$ cat src/rtl/id_issue_buf_if.sv
// rtl/id_issue_buf_if.sv - fetch-side and decode-side stream handshake bundle for id_issue_buf
interface id_issue_buf_if #(
  parameter int PC_W   = 32,
  parameter int INST_W = 32
);
  logic              in_valid;
  logic              in_ready;
  logic [PC_W-1:0]   in_pc;
  logic [INST_W-1:0] in_inst;
  logic              out_valid;
  logic              out_ready;
  logic [PC_W-1:0]   out_pc;
  logic [INST_W-1:0] out_inst;

  modport slave (
    input  in_valid, in_pc, in_inst, out_ready,
    output in_ready, out_valid, out_pc, out_inst
  );

  modport master (
    output in_valid, in_pc, in_inst, out_ready,
    input  in_ready, out_valid, out_pc, out_inst
  );
endinterface

$ cat src/rtl/id_issue_buf.sv
// rtl/id_issue_buf.sv - fetch-to-decode issue FIFO with load-use interlock on the head entry
// Optional empty-buffer bypass of fetch straight to decode: define ID_BUF_BYPASS_EN.
module id_issue_buf #(
  parameter int DEPTH  = 4,
  parameter int PC_W   = 32,
  parameter int INST_W = 32
) (
  input  logic                   clk,
  input  logic                   rst,
  id_issue_buf_if.slave          bus,
  input  logic                   flush,
  input  logic                   ex_is_load,
  input  logic [4:0]             ex_waddr,
  output logic                   stallreq,
  output logic [$clog2(DEPTH):0] count
);
  localparam int PW = $clog2(DEPTH);
  localparam int CW = PW + 1;
  localparam logic [CW-1:0] FULL_CNT = CW'(DEPTH);

  logic [PC_W-1:0]   pc_mem   [DEPTH];
  logic [INST_W-1:0] inst_mem [DEPTH];

  logic [PW-1:0] wptr_q, wptr_d;
  logic [PW-1:0] rptr_q, rptr_d;
  logic [CW-1:0] count_q, count_d;
  logic          empty;
  logic          head_hz;
  logic          push;
  logic          pop;

  // rs is inst[25:21], rt is inst[20:16]; r0 never creates a dependency
  function automatic logic load_use(input logic [INST_W-1:0] inst,
                                    input logic ld, input logic [4:0] wa);
    return ld && (wa != 5'd0) && ((wa == inst[25:21]) || (wa == inst[20:16]));
  endfunction

  assign empty        = (count_q == '0);
  assign head_hz      = load_use(inst_mem[rptr_q], ex_is_load, ex_waddr);
  assign bus.in_ready = (count_q != FULL_CNT);
  assign count        = count_q;

  always_comb begin
    bus.out_valid = !empty && !head_hz;
    stallreq      = !empty && head_hz;
    bus.out_pc    = empty ? '0 : pc_mem[rptr_q];
    bus.out_inst  = empty ? '0 : inst_mem[rptr_q];
    push          = bus.in_valid && bus.in_ready && !flush;
`ifdef ID_BUF_BYPASS_EN
    // an entry consumed on the bypass path is never written into storage
    if (!rst && empty && bus.in_valid && !flush &&
        !load_use(bus.in_inst, ex_is_load, ex_waddr)) begin
      bus.out_valid = 1'b1;
      bus.out_pc    = bus.in_pc;
      bus.out_inst  = bus.in_inst;
      stallreq      = 1'b0;
      push          = !bus.out_ready;
    end
`endif
    pop = !empty && bus.out_valid && bus.out_ready && !flush;
  end

  always_comb begin
    wptr_d  = wptr_q;
    rptr_d  = rptr_q;
    count_d = count_q;
    if (flush) begin
      wptr_d  = '0;
      rptr_d  = '0;
      count_d = '0;
    end else begin
      if (push) wptr_d = wptr_q + PW'(1);
      if (pop)  rptr_d = rptr_q + PW'(1);
      count_d = count_q + CW'(push) - CW'(pop);
    end
  end

  always_ff @(posedge clk or posedge rst) begin
    if (rst) begin
      wptr_q  <= '0;
      rptr_q  <= '0;
      count_q <= '0;
    end else begin
      wptr_q  <= wptr_d;
      rptr_q  <= rptr_d;
      count_q <= count_d;
    end
  end

  always_ff @(posedge clk) begin
    if (push) begin
      pc_mem[wptr_q]   <= bus.in_pc;
      inst_mem[wptr_q] <= bus.in_inst;
    end
  end
endmodule

$ cat src/flat_wrapper.sv
// flat-port wrapper written by rule: the top's interface ports become plain ports
module id_issue_buf_flat 
#(
  parameter int DEPTH  = 4,
  parameter int PC_W   = 32,
  parameter int INST_W = 32
)
  (clk, rst, flush, ex_is_load, ex_waddr, stallreq, count, bus_in_valid, bus_in_pc, bus_in_inst, bus_out_ready, bus_in_ready, bus_out_valid, bus_out_pc, bus_out_inst);
  id_issue_buf_if #(.PC_W(PC_W), .INST_W(INST_W)) bus_i ();
  input  logic clk;
  input  logic rst;
  input  logic flush;
  input  logic ex_is_load;
  input  logic [4:0] ex_waddr;
  output logic stallreq;
  output logic [$clog2(DEPTH):0] count;
  input wire logic [$bits(bus_i.in_valid)-1:0] bus_in_valid;
  input wire logic [$bits(bus_i.in_pc)-1:0] bus_in_pc;
  input wire logic [$bits(bus_i.in_inst)-1:0] bus_in_inst;
  input wire logic [$bits(bus_i.out_ready)-1:0] bus_out_ready;
  output wire logic [$bits(bus_i.in_ready)-1:0] bus_in_ready;
  output wire logic [$bits(bus_i.out_valid)-1:0] bus_out_valid;
  output wire logic [$bits(bus_i.out_pc)-1:0] bus_out_pc;
  output wire logic [$bits(bus_i.out_inst)-1:0] bus_out_inst;
  assign bus_i.in_valid = bus_in_valid;
  assign bus_i.in_pc = bus_in_pc;
  assign bus_i.in_inst = bus_in_inst;
  assign bus_i.out_ready = bus_out_ready;
  assign bus_in_ready = bus_i.in_ready;
  assign bus_out_valid = bus_i.out_valid;
  assign bus_out_pc = bus_i.out_pc;
  assign bus_out_inst = bus_i.out_inst;
  id_issue_buf #(.DEPTH(DEPTH), .PC_W(PC_W), .INST_W(INST_W)) u_core (.clk(clk), .rst(rst), .bus(bus_i), .flush(flush), .ex_is_load(ex_is_load), .ex_waddr(ex_waddr), .stallreq(stallreq), .count(count));
endmodule
$ cat config.mk
export PLATFORM = sky130hd
export DESIGN_NAME = id_issue_buf_flat
export DESIGN_NICKNAME = d
export VERILOG_FILES = /design/src/rtl/id_issue_buf_if.sv /design/src/rtl/id_issue_buf.sv /design/src/flat_wrapper.sv
export SDC_FILE = /design/constraint.sdc
export NUM_CORES = 1
export LEC_CHECK = 0
export ABC_AREA = 0
export ABC_CLOCK_PERIOD_IN_PS = 8550
export CAP_MARGIN = 30
export CORE_MARGIN = 10
export CORE_UTILIZATION = 30
export CTS_BUF_LIST = sky130_fd_sc_hd__clkbuf_8
export DETAILED_ROUTE_END_ITERATION = 6
export PLACE_DENSITY = 0.56
export SETUP_SLACK_MARGIN = 0.1
export SLEW_MARGIN = 20
export SYNTH_ARGS = -nofsm -noshare
export SYNTH_HDL_FRONTEND = slang
export SYNTH_SLANG_ARGS = --single-unit
$ cat constraint.sdc
create_clock -name clk -period 8.55 [get_ports clk]
set_clock_uncertainty 0.1 [all_clocks]
set_input_delay 1.2825 -clock clk [delete_from_list [all_inputs] [get_ports clk]]
set_output_delay 1.2825 -clock clk [all_outputs]
set_load 0.01 [all_outputs]
==> results.tsv, run 1 <==
metric	value	unit
status	complete, no violations	
die_w	206	µm
num_vias	5128	
seq_area_frac_synth	76.0	%
synth_seq_cells	263	
cts_tree	yes	
cp-endpoint	stallreq	
finalMaxSlewViolations	0	
setup_violations	0	
cts_made_buffers	46	
drv_cap	0	
wl	22200	µm
drc	0	
rsz0062_at_grt	no	
dieArea	0.0423	mm²
rows	67	
numPortBuffers	144	
cts_resized	0	
clk_pin_slew	60	ps
avgSynthCellArea	21.2	µm²
ir_drop	0.196	mV
antenna_left	0	
wl_per_cell	19.4	µm
end_kind	primary output	
synth-edff-count	256	
ctsHoldBuffers	0	
cts_root_buf	clkbuf_8	
die_h	206	µm
design_area	0.0132	mm²
path_class	reg -> out	
reg2reg_from	u_core.rptr_q[1]	
p_leak	4.22	nW
min_period_over_period	59.9	%
r2r_slack	4270	ps
ys.flop_type	edfxtp_1	
syn_to_final_growth	28.0	%
cp-start-kind	flip-flop	
async_flop_share	2.66	%
holdWs	485	ps
insertion_delay	540	ps
grt_pass1_vias	5803	
cts.path.max_buffers	3	
grt_max_degree	39	
hold_path.class	reg -> reg	
drtIter0Drc	174	
grt_pass1_wl	34300	µm
clock_sinks	263	
start_util	30.6	%
cp_max_fo	36	
firstDrtPassIters	4	
antennaDiodeCount	0	
num_io_pins	145	
tns	0	ps
globalplace.congestion	0.764	
slew_headroom	48.1	%
hold_violations	0	
place_area	0.0124	mm²
netlist_instances	487	
worstPathRequired	7170	ps
syn-num-nets	569	
synth_warnings	0	
core_area	0.0338	mm²
gr-total-overflow	0	
routed_via_density	4.48	
grt_use_total	10.6	%
htreeDepth	2	
synth_area	0.0103	mm²
post-dp-hpwl	13900	µm
critPathLaunch	u_core.rptr_q[1]	
period_needed	5120	ps
nets	745	
antenna_found_initial	0	
reg2reg_depth	15	
worstMarginPinSlew	779	ps
layout-drive-gt1-share	20.1	%
postCtsSetupBuffers	0	
max_freq	0.195	GHz
reg2reg_to	u_core.count[2]	
powerDensity	272	mW/mm²
netlist-cell-type-count	35	
crit_arrival	3740	ps
==> flip-flops by register name (all words and copies together), names as in the netlist <==
register and cells:
u_core.count 3, u_core.rptr_q 2, u_core.inst_mem 128, u_core.wptr_q 2
u_core.pc_mem 128
==> worst min-delay path by stage <==
stage                          start               end  slack (ps)  depth (start not counted)
global route        u_core.wptr_q[1]  u_core.wptr_q[1]         520                          2
finish              u_core.wptr_q[1]  u_core.wptr_q[1]         480                          2
floorplan           u_core.wptr_q[1]  u_core.wptr_q[1]         440                          2
CTS                 u_core.wptr_q[1]  u_core.wptr_q[1]         490                          2
detailed placement  u_core.wptr_q[1]  u_core.wptr_q[1]         480                          2
global placement    u_core.wptr_q[1]  u_core.wptr_q[1]         460                          2
==> report_power, final <==
group	total (mW)	switching (mW)	internal, mW
Combinational	1.01	0.455	0.551
Sequential	1.56	0.0671	1.50
Clock	1.04	0.475	0.561
==> through the flow <==
step	setup slack (ps)	power, mW	cells	utilization [%]
6_report	3430	3.61	1144	39.2
5_1_grt	3150	3.82	1144	39.2
4_1_cts	3270	3.69	1144	39.2
3_5_place_dp	3540	2.63	1063	36.7
3_3_place_gp	3660	2.62	1059	36.4
2_1_floorplan	4450	2.11	487	-
==> metal layers <==
layer  wire length, µm  vias up  GRT usage, %
met3              1370       40          3.33
met4               448        0          3.54
met1              9490     2651          12.8
met5                 0        -             0
li1                  -     2302             -
met2             10900      135          17.5
==> Yosys cell counts, drive strengths merged, types with 4 or more instances <==
master | count | area, µm²
edfxtp | 256 | 7690
nor2b | 65 | 407
mux4 | 62 | 1410
clkbuf | 15 | 56.3
nor2 | 11 | 41.3
buf | 9 | 52.6
xnor2 | 9 | 78.8
inv | 8 | 30.0
dfrtp | 7 | 175
ha | 6 | 75.1
nor3 | 5 | 47.5
xor2 | 5 | 43.8
and2 | 4 | 25.0
mux2i | 4 | 40.0
nand2 | 4 | 15.0
==> area by class of cell <==
type                            count  area [µm²]
Clock buffer                       53         729
Tap cell                          448         561
Timing Repair Buffer              152        1580
Multi-Input combinational cell    192        2350
Clock inverter                     28         114
Sequential cell                   263        7870
Inverter                            8        30.0
Fill cell                        3090       20500
==> cells in the final DEF (no fill, tap or decap), types with 2 or more instances in the layout <==
| master | count |
|---|---|
| edfxtp_1 | 256 |
| a211oi_1 | 2 |
| mux4_1 | 3 |
| nor3_1 | 3 |
| mux2i_1 | 4 |
| buf_4 | 4 |
| ha_1 | 6 |
| dfrtp_4 | 2 |
| clkbuf_8 | 53 |
| clkinv_1 | 6 |
| xor2_1 | 5 |
| and2_4 | 4 |
| xnor2_1 | 9 |
| nor3_4 | 2 |
| nor2b_1 | 65 |
| mux4_2 | 59 |
| clkinv_2 | 7 |
| buf_16 | 4 |
| dfrtp_1 | 5 |
| nor2_1 | 11 |
| inv_1 | 23 |
| a21oi_1 | 2 |
| clkdlybuf4s50_1 | 144 |
| nand2_1 | 4 |
==> critical path: stages, from the launching register on <==
cell             delay (ps)
dfrtp_4                 760
buf_4                   600
mux4_2                  430
xnor2_1                 160
nand4_1                 160
nor3_4                  310
nor2_1                   80
nor2_1                  100
clkdlybuf4s50_1         550
==> kinds of logic after synthesis <==
family	after synthesis	synth area share [%]
flops	263	76.0
simple gates	97	5.81
mux	68	14.3
buf+inv	32	1.34
xor+xnor	14	1.19
fa+ha+maj	7	0.920
compound gates	6	0.448
Note: power is estimated with default switching activity, not from simulation.
==> run 2: changes to the inputs <==
--- a/config.mk
+++ b/config.mk
@@ -6,13 +6,13 @@
 export NUM_CORES = 1
 export LEC_CHECK = 0
 export ABC_AREA = 0
-export ABC_CLOCK_PERIOD_IN_PS = 8550
+export ABC_CLOCK_PERIOD_IN_PS = 4500
 export CAP_MARGIN = 30
 export CORE_MARGIN = 10
 export CORE_UTILIZATION = 30
 export CTS_BUF_LIST = sky130_fd_sc_hd__clkbuf_8
 export DETAILED_ROUTE_END_ITERATION = 6
-export PLACE_DENSITY = 0.56
+export PLACE_DENSITY = 0.58
 export SETUP_SLACK_MARGIN = 0.1
 export SLEW_MARGIN = 20
 export SYNTH_ARGS = -nofsm -noshare
==> constraint.sdc (replaced) <==
create_clock -name clk -period 4.5 [get_ports clk]
set_clock_uncertainty 0.1 [all_clocks]
set_input_delay 0.675 -clock clk [delete_from_list [all_inputs] [get_ports clk]]
set_output_delay 0.675 -clock clk [all_outputs]
set_load 0.01 [all_outputs]
==> results.tsv, run 2 (synthesis results as in run 1) <==
metric	value	unit	change
status	complete, no violations		
die_h	206	µm	unchanged
num_io_pins	145		unchanged
drtIter0Drc	242		+39%
postCtsSetupBuffers	0		unchanged
cts.path.max_buffers	3		unchanged
tns	0	ps	unchanged
rows	67		unchanged
worstPathRequired	3720	ps	-3450 ps
crit_arrival	3140	ps	-600 ps
insertion_delay	540	ps	about the same
drv_cap	0		unchanged
wl_per_cell	19.6	µm	+0.67%
routed_via_density	4.50		+0.44%
powerDensity	528	mW/mm²	+94%
grt_use_total	10.4	%	-0.12 points
period_needed	3910	ps	
setup_violations	0		unchanged
post-dp-hpwl	14100	µm	+1.5%
wl	22500	µm	+1.1%
layout_commonest_cell	edfxtp_1		
ctsHoldBuffers	0		unchanged
clk_pin_slew	60	ps	about the same
start_util	30.6	%	unchanged
numPortBuffers	144		unchanged
rsz0062_at_grt	no		
reg2reg_depth	14		-1
clock_sinks	263		unchanged
gr-total-overflow	0		unchanged
worstMarginPinSlew	782	ps	+2.86 ps
globalplace.congestion	0.736		-3.7%
nets	747		+0.27%
slew_headroom	47.9	%	-0.19 points
die_w	206	µm	unchanged
cts_made_buffers	46		unchanged
antenna_found_initial	0		unchanged
cp_max_fo	35		-2.8%
crit_family	flip-flops		
placedCellCount	1065		+0.19%
cts_root_buf	clkbuf_8		
ir_drop	0.294	mV	+50%
cts_resized	0		unchanged
r2r_slack	810	ps	-3460 ps
end_kind	primary output		
syn_to_final_growth	28.3	%	
slowest_stage	dfrtp_4		
htreeDepth	2		unchanged
cp-start-kind	flip-flop		
cpPeakStageDelay	780	ps	+20 ps
final_cell_mix	edfxtp_1 (256), clkdlybuf4s50_1 (144), nor2b_1 (65), mux4_2 (59), clkbuf_8 (47)		
cts_tree	yes		
drc	0		unchanged
finalMaxSlewViolations	0		unchanged
min_period_over_period	86.9	%	
worstPathCellList	mux4_2 -> xnor2_1 -> nand4_1 -> nor3_4 -> nor2_1 -> nor2_1 -> clkdlybuf4s50_1		
path_common_cell	nor2_1		
hold_path.class	in -> async		
antennaDiodeCount	0		unchanged
firstDrtPassIters	4		unchanged
grt_max_degree	40		+2.6%
grt_pass1_vias	5794		-0.16%
dieArea	0.0423	mm²	unchanged
core_area	0.0338	mm²	unchanged
hold_violations	0		unchanged
max_freq	0.256	GHz	
antenna_left	0		unchanged
num_vias	5173		+0.88%
path_depth	7		-1
p_leak	4.23	nW	+0.26%
finalNonFillerCells	1149		+0.44%
path_class	reg -> out		
grt_pass1_wl	33900	µm	-1.2%
layout-drive-gt1-share	20.7	%	+0.57 points
crit_buf_inv	1		-1
## run 2: cell types whose count changed in the layout (fill, tap and decap cells not counted), sizes merged
cell,delta
buf,+2
clkbuf,-6
clkinv,+7
inv,-1
bufinv,+3
## run 2: power breakdown
group / switching [mW] / leakage (nW) / total (mW) / internal [mW]
sequential: 0.0777 / 2.41 / 2.92 / 2.84
clock: 0.953 / 0.514 / 2.11 / 1.16
combinational: 0.919 / 1.30 / 1.97 / 1.05
total: 1.95 / 4.23 / 7.00 / 5.05
## run 2: area by class of cell
class / instances / area, µm²
Fill cell: 3084 / 20500
Sequential cell: 263 / 7870
Multi-Input combinational cell: 192 / 2350
Timing Repair Buffer: 154 / 1550
Clock buffer: 47 / 647
Tap cell: 448 / 561
Clock inverter: 37 / 256
Inverter: 8 / 30.0
## run 2: worst paths after layout
path | start | end
worst max-delay path | u_core.rptr_q[1] | stallreq
worst min-delay path | rst | u_core.rptr_q[0]
worst max register to register | u_core.rptr_q[1] | u_core.count[2]
worst min register to register | u_core.wptr_q[1] | u_core.wptr_q[1]
max in group asynchronous | rst | u_core.rptr_q[1]
min in group clk | u_core.wptr_q[1] | u_core.wptr_q[1]
## run 2: per-stage QoR
stage | util (%) | power (mW) | hold slack (ps) | instance area (µm²) | setup slack (ps)
4_1_cts | 39.3 | 7.16 | 238 | 13300 | 480
5_1_grt | 39.3 | 7.40 | 259 | 13300 | 366
3_3_place_gp | 36.4 | 4.96 | 457 | 12300 | 309
2_1_floorplan | - | 4.01 | 378 | 10300 | 1000
3_5_place_dp | 36.6 | 4.99 | 475 | 12400 | 237
6_report | 39.3 | 7.00 | 275 | 13300 | 587
## run 2: layer usage
layer  vias up  share of wire (%)  GRT usage [%]
met4         0                2.3           3.62
met3        49                6.9           3.26
met1      2666                 42           12.6
li1       2307                  -              -
met2       151                 48           17.3
met5         -                  0              0
## run 2: worst register-to-register path, delay by kind of cell, from the launching register on
kind | cells | cell delay, ps
xor gates and xnor gates | 3 | 400
buffers and inverters | 2 | 120
DFF | 1 | 780
and+or+nand+nor | 4 | 760
muxes | 1 | 360
adders and majority gates | 3 | 770
AOI/OAI and AO/OA | 1 | 280
==> run 3: changes to the inputs <==
--- a/config.mk
+++ b/config.mk
@@ -5,9 +5,7 @@
 export SDC_FILE = /design/constraint.sdc
 export NUM_CORES = 1
 export LEC_CHECK = 0
-export ABC_AREA = 0
 export ABC_CLOCK_PERIOD_IN_PS = 4500
-export CAP_MARGIN = 30
 export CORE_MARGIN = 10
 export CORE_UTILIZATION = 30
 export CTS_BUF_LIST = sky130_fd_sc_hd__clkbuf_8
==> results.tsv, run 3 (synthesis results as in run 1) <==
metric	value	unit	change
crit_family	flip-flops		
ir_drop	0.319	mV	+8.6%
cts_tree	yes		
worstPathRequired	3720	ps	about the same
setup_violations	0		unchanged
min_period_over_period	86.6	%	-0.34 points
slowest_stage	dfrtp_4		
hold_violations	0		unchanged
status	complete, no violations		
htreeDepth	2		unchanged
drc	0		unchanged
multi_input_area	0.00235	mm²	unchanged
ff_latch_area	0.00787	mm²	unchanged
rows	67		unchanged
antennaDiodeCount	0		unchanged
grt_pass1_vias	5835		+0.71%
p_leak	4.20	nW	-0.63%
layout-drive-gt1-share	20.0	%	-0.68 points
post-dp-hpwl	13500	µm	-4.6%
cp-start-kind	flip-flop		
die_w	206	µm	unchanged
worstPathCellList	mux4_2 -> xnor2_1 -> nand4_1 -> nor3_4 -> nor2_1 -> nor2_1 -> clkdlybuf4s50_1		
routed_via_density	4.49		-0.34%
nets	745		-0.27%
final_cell_mix	edfxtp_1 (256), clkdlybuf4s50_1 (144), nor2b_1 (65), mux4_2 (59), clkbuf_8 (46)		
wl_per_cell	19.6	µm	+0.32%
r2r_slack	850	ps	+40 ps
num_io_pins	145		unchanged
setup_ws	602	ps	+15.1 ps
end_kind	primary output		
max_freq	0.257	GHz	+0.39%
cts_made_buffers	46		unchanged
layout_commonest_cell	edfxtp_1		
syn_to_final_growth	27.9	%	
clk_pin_slew	60	ps	about the same
n_fill_cell	3094		+0.32%
slew_headroom	30.7	%	-17 points
clock_sinks	263		unchanged
tns	0	ps	unchanged
firstDrtPassIters	6		+2
cts_resized	0		unchanged
grt_use_total	10.4	%	+0.014 points
path_class	reg -> out		
cts_root_buf	clkbuf_8		
cp_max_fo	35		unchanged
start_util	30.6	%	unchanged
insertion_delay	550	ps	about the same
num_vias	5151		-0.43%
antenna_found_initial	0		unchanged
powerDensity	531	mW/mm²	+0.66%
cpPeakStageDelay	770	ps	about the same
drtIter0Drc	272		+12%
finalMaxSlewViolations	0		unchanged
path_depth	7		unchanged
path_common_cell	nor2_1		
rsz0062_at_grt	no		
reg2reg_depth	14		unchanged
period_needed	3900	ps	-15.1 ps
total_power	7.03	mW	+0.37%
ctsHoldBuffers	0		unchanged
drv_cap	0		unchanged
hold_path.class	in -> async		
crit_buf_inv	1		unchanged
postCtsSetupBuffers	0		unchanged
grt_pass1_wl	34000	µm	+0.22%
wl	22500	µm	+0.24%
grt_max_degree	65		+63%
globalplace.congestion	0.736		unchanged
numPortBuffers	144		unchanged
core_area	0.0338	mm²	unchanged
preCtsSetupSlack	270	ps	+32.3 ps
cts.path.max_buffers	3		unchanged
die_h	206	µm	unchanged
dieArea	0.0423	mm²	unchanged
crit_arrival	3120	ps	-20 ps
worstMarginPinSlew	1040	ps	+259 ps
gr-total-overflow	0		unchanged
antenna_left	0		unchanged
==> run 3: cell type report <==
type                    count  area share (%)
clock buffers              46            4.79
well taps                 448            4.24
inverters                   8           0.227
repair buffers            152            11.4
clock inverters            39            2.06
flip-flops and latches    263            59.5
multi-input cells         192            17.8
==> run 3: power breakdown <==
part	internal, mW	switching (mW)	total, mW
clock	1.19	0.957	2.15
sequential	2.85	0.0775	2.92
combinational	1.04	0.915	1.96
==> run 3: worst reg2reg max path: stages (launching register included) <==
cell	delay [ps]
dfrtp_4	770
mux2i_1	340
xnor2_1	160
a211oi_1	80
o2111a_2	320
nor4b_2	340
nor2b_1	180
ha_1	240
inv_1	60
ha_1	130
inv_1	50
fa_1	390
xor2_1	170
xnor2_1	130
nor2_1	60
==> run 3: worst paths after layout <==
kind                                    end        startpoint
setup / recovery                   stallreq  u_core.rptr_q[1]
hold / removal             u_core.wptr_q[0]               rst
setup reg to reg            u_core.count[2]  u_core.rptr_q[1]
hold reg to reg            u_core.wptr_q[1]  u_core.wptr_q[1]
max in group asynchronous  u_core.rptr_q[1]               rst
min in group clk           u_core.wptr_q[1]  u_core.wptr_q[1]
==> run 3: per-layer routing <==
metal / share of wire, % / track usage, %
met5: 0 / 0
met4: 2.2 / 3.60
met3: 6.5 / 3.24
met2: 49 / 17.5
met1: 42 / 12.5
==> run 3: through the flow <==
| stage | cells | cell area [µm²] | utilization (%) | hold slack [ps] |
|---|---|---|---|---|
| final | 1148 | 13200 | 39.2 | 279 |
| after global routing | 1148 | 13200 | 39.2 | 275 |
| after CTS | 1147 | 13200 | 39.1 | 244 |
| after detailed placement | 1062 | 12300 | 36.4 | 482 |
| after global placement | 1062 | 12300 | 36.4 | 457 |
| after floorplan | 487 | 10300 | - | 378 |
